**config.mk**
```make
export PLATFORM = sky130hd
export DESIGN_NAME = spike_fifo_arbiter
export DESIGN_NICKNAME = d
export VERILOG_FILES = /design/src/rtl/spike_fifo_arbiter.sv
export SDC_FILE = /design/constraint.sdc
export NUM_CORES = 1
export LEC_CHECK = 0
export ABC_AREA = 1
export BUFFER_PORTS_ARGS = -buffer_cell sky130_fd_sc_hd__buf_2
export CAP_MARGIN = 20
export CELL_PAD_IN_SITES_DETAIL_PLACEMENT = 1
export CELL_PAD_IN_SITES_GLOBAL_PLACEMENT = 1
export CORE_ASPECT_RATIO = 1.25
export CORE_MARGIN = 2
export CORE_UTILIZATION = 30
export CTS_CLUSTER_SIZE = 25
export DETAILED_ROUTE_END_ITERATION = 8
export GPL_TIMING_DRIVEN = 0
export PLACE_DENSITY_LB_ADDON = 0.1
export SYNTH_ARGS = -nofsm -noshare
export SYNTH_HDL_FRONTEND = slang
export SYNTH_SLANG_ARGS = --single-unit
```
**constraint.sdc**
```tcl
create_clock -name clk -period 9.7 [get_ports clk]
set_input_delay 0.485 -clock clk [delete_from_list [all_inputs] [get_ports clk]]
set_output_delay 0.485 -clock clk [all_outputs]
set_load 0.01 [all_outputs]
```
**src/rtl/spike_fifo_arbiter.sv**
```systemverilog
// Purpose: round-robin arbiter serialising neuron spike pulses into {ts, addr} words for a shared event FIFO.
// Latency: a spike captured at edge k raises fifo_wr during cycle k+1 if it wins and the FIFO has room.
// Backpressure: fifo_full or en low stalls grants; pending bits hold, and repeat spikes on held bits count as drops.
//
// Ports:
//   clk, reset_n          clock and asynchronous active-low reset
//   spike_in[N_NEURONS]   one-cycle spike pulses, bit i = neuron i
//   tick                  time-step strobe, advances the timestamp
//   en                    grant enable (capture continues while low)
//   fifo_full             FIFO full flag, used combinationally
//   fifo_wr, fifo_data    FIFO write strobe and {ts, address} event word
//   busy                  any spike pending
//   drop_cnt              saturating count of spikes lost to collisions
module spike_fifo_arbiter #(
    parameter int N_NEURONS = 16,
    parameter int ADDR_W    = 4,
    parameter int TS_W      = 12,
    parameter int CNT_W     = 8
) (
    input  logic                   clk,
    input  logic                   reset_n,
    input  logic [N_NEURONS-1:0]   spike_in,
    input  logic                   tick,
    input  logic                   en,
    input  logic                   fifo_full,
    output logic                   fifo_wr,
    output logic [TS_W+ADDR_W-1:0] fifo_data,
    output logic                   busy,
    output logic [CNT_W-1:0]       drop_cnt
);

    // Sum width wide enough for drop_cnt plus a full popcount without overflow.
    localparam int SUM_W = ((CNT_W > ADDR_W + 1) ? CNT_W : ADDR_W + 1) + 1;
    localparam logic [CNT_W-1:0] CNT_MAX = '1;

    logic [N_NEURONS-1:0] pending;
    logic [ADDR_W-1:0]    rr_ptr;
    logic [TS_W-1:0]      ts;

    logic [ADDR_W-1:0]    g;
    logic [ADDR_W-1:0]    idx;
    logic                 grant;
    logic [N_NEURONS-1:0] grant_mask;
    logic [N_NEURONS-1:0] drops;
    logic [ADDR_W:0]      drop_pop;
    logic [SUM_W-1:0]     drop_sum;
    logic [CNT_W-1:0]     drop_nxt;

    always_comb begin
        g          = '0;
        idx        = '0;
        grant_mask = '0;
        drop_pop   = '0;
        // Scan from the farthest offset down to zero so the set bit closest
        // to rr_ptr (in circular order) is the last assignment and wins.
        for (int k = N_NEURONS - 1; k >= 0; k--) begin
            idx = rr_ptr + ADDR_W'(k);
            if (pending[idx]) begin
                g = idx;
            end
        end
        grant = en & ~fifo_full & (|pending);
        if (grant) begin
            grant_mask = {{(N_NEURONS-1){1'b0}}, 1'b1} << g;
        end
        // A spike on a bit being granted this edge re-arms it instead of dropping.
        drops = spike_in & pending & ~grant_mask;
        for (int i = 0; i < N_NEURONS; i++) begin
            drop_pop = drop_pop + (ADDR_W+1)'(drops[i]);
        end
        drop_sum = SUM_W'(drop_cnt) + SUM_W'(drop_pop);
        drop_nxt = (drop_sum > SUM_W'(CNT_MAX)) ? CNT_MAX : drop_sum[CNT_W-1:0];
    end

    assign fifo_wr   = grant;
    assign fifo_data = grant ? {ts, g} : '0;
    assign busy      = |pending;

    always_ff @(posedge clk or negedge reset_n) begin
        if (!reset_n) begin
            pending  <= '0;
            rr_ptr   <= '0;
            ts       <= '0;
            drop_cnt <= '0;
        end else begin
            pending  <= (pending & ~grant_mask) | spike_in;
            drop_cnt <= drop_nxt;
            if (grant) begin
                rr_ptr <= g + ADDR_W'(1);
            end
            if (tick) begin
                ts <= ts + TS_W'(1);
            end
        end
    end

endmodule

```
==> run metrics <==
Synth-to-Final Area Change 15.3%; Root Driver clkbuf_16; CTS tree done; count of pins over their slew limit 0; Die Span X between 100 and 150 um; Longest Clk Path Bufs 2; dpl cell area 4830 sq um; layout cell share with drive strength beyond 1 0.145; Syn Area/Cell 6.41 sq um; initial drt markers 117; Worst Tran Pin Value ~0.95 ns; worst skew pair latency ~0.29 ns; RSZ-0062 raised after global routing false; R2R setup slack about 1.2 ns; cell taking the most area after synthesis dfrtp_1; number of global-route vias before repair 4615; worst reg2reg path startpoint rr_ptr[1]; post-CTS setup buffers 0; fin nets just under 800; critical path type flop to flop; crit-path max cell delay around 0.56 ns; global placer's final weighted congestion about 0.86; final setup fails 0; worst hold slack roughly 0.34 ns; Worst path slowest cell fa_1; synthesis-stage register bit count 40; max-cap violations 0; Routed WL 14000 um; PortBufs 46; post-synthesis sequential area ratio 0.229; Hold Crit Class input port to asynchronous set/reset pin; die height 139 um; final hold violations 0; # diodes 0; CTS sink count 40; Critical Path Most Common Cell nand2_1; grt ovf 0; Die ar. 15600 sq um; WP data arrival about 8.7 ns; Synth top area share 0.229; synthesized area about 4400 sq um; final worst path period need between 8 and 9 ns; CP startpoint kind flop; initial core utilization 0.305; worst path required time 9.91 ns; outcome finished, final reports clean; post-CTS sizing 0; antenna violations before repair 0; Setup Skew roughly 0.0051 ns; cts hold-fix bufs 0; Final Non-Filler Cells 915; post-route ant nets 0; placed insts 907; top_reg_cell synth dfrtp_1; crit end category flop; Ys Warns 0; RR Endpoint drop_cnt[2]; number of synthesized flops with an enable pin 0; cells on worst reg2reg path 44; WL/cell roughly 15 um; clock-pin slew on the worst setup and hold paths about 0.06 ns; DR vias/cell 4.77; Max Freq between 100 and 150 MHz; largest net degree at the start of global routing 41; DR pass1 iterations 4; DRC viols 0; Post-synth ARST share 1.00; io pins 47; Synthesized Nets 737; top cells by area, synth dfrtp_1 23%, nand2_1 20%, inv_1 11%; Post-Route Setup TNS 0 ns; via count approximately 4.4k; Gate Count Post-Synth about 680; slew margin rel. 0.368; first-pass GRT wire length 23300 um; cts bufs inserted 5; Final Cell Area about 5000 sq um; final period utilization 0.872; synth unique cells 37; total track usage 0.186; CP max FO 13; core area between 10000 and 15000 sq um; dpl hpwl roughly 12000 um; H-tree levels 2; Rows 49
-- metrics by stage --
stage	worst slack, ns	util
2_1_floorplan	2.86	-
3_3_place_gp	1.27	0.337
3_5_place_dp	1.08	0.337
4_1_cts	1.09	0.352
5_1_grt	0.422	0.352
6_report	1.24	0.352
-- cell type report --
| type | instances | area (sq um) |
|---|---|---|
| clock buffers | 5 | 125 |
| flip-flops and latches | 40 | 1000 |
| inverters | 134 | 505 |
| repair buffers | 46 | 230 |
| plain buffers | 12 | 96.3 |
| fillers | 1933 | 9300 |
| clock inverters | 3 | 90.1 |
| well taps | 178 | 223 |
| multi-input cells | 497 | 2770 |
-- cells by family after synthesis --
logic type / share of synthesized area
AND/OR/NAND/NOR: 0.386
buffers and inverters: 0.138
AO/OA/AOI/OAI: 0.0803
flip-flops: 0.229
adder cells (fa/ha/maj): 0.115
XOR/XNOR: 0.0529
-- synthesized netlist by cell type, drive strengths merged (11+ instances only) --
master and number:
nand2 247, inv 134, nand3 84, dfrtp 40, a21oi 31, nor2 28, o21ai 25, ha 21
xor2 18, fa 12, buf 11, nand4 11
-- cell usage in the layout, fill, tap and decap left out, drive strengths merged, types with 18 or more instances in the layout --
cell,synthesis,layout
nand3,84,84
nor2,28,28
buf,11,57
ha,21,21
a21oi,31,31
nand2,247,247
xor2,18,18
o21ai,25,25
inv,134,134
dfrtp,40,40
-- critical path: cells and delay by family (launching register included) --
kind | cells | cell delay, ns
AND/OR/NAND/NOR | 20 | 1.92
adder cells (fa/ha/maj) | 8 | 3.33
flip-flops | 1 | 0.41
buffers and inverters | 10 | 1.43
AO/OA/AOI/OAI | 6 | 1.24
-- worst max path at each step --
| stage | to | start |
|---|---|---|
| after floorplan | drop_cnt[2] | rr_ptr[1] |
| after global placement | drop_cnt[2] | rr_ptr[1] |
| after detailed placement | drop_cnt[2] | rr_ptr[1] |
| after CTS | drop_cnt[2] | rr_ptr[1] |
| after global routing | drop_cnt[2] | rr_ptr[1] |
| final | drop_cnt[2] | rr_ptr[1] |
-- state kept, by name, indices dropped and copies added, names as in the netlist --
signal / count
pending: 16
ts: 12
drop_cnt: 8
rr_ptr: 4
-- layer usage --
layer  global-route usage  part of all wire
met5                    0                 0
met4               0.0488             0.019
met3               0.0210             0.023
met2                0.370              0.56
met1                0.207              0.40
Power is not shown: default switching activity piles up to over one toggle a cycle in this logic, so the estimate is an artifact.
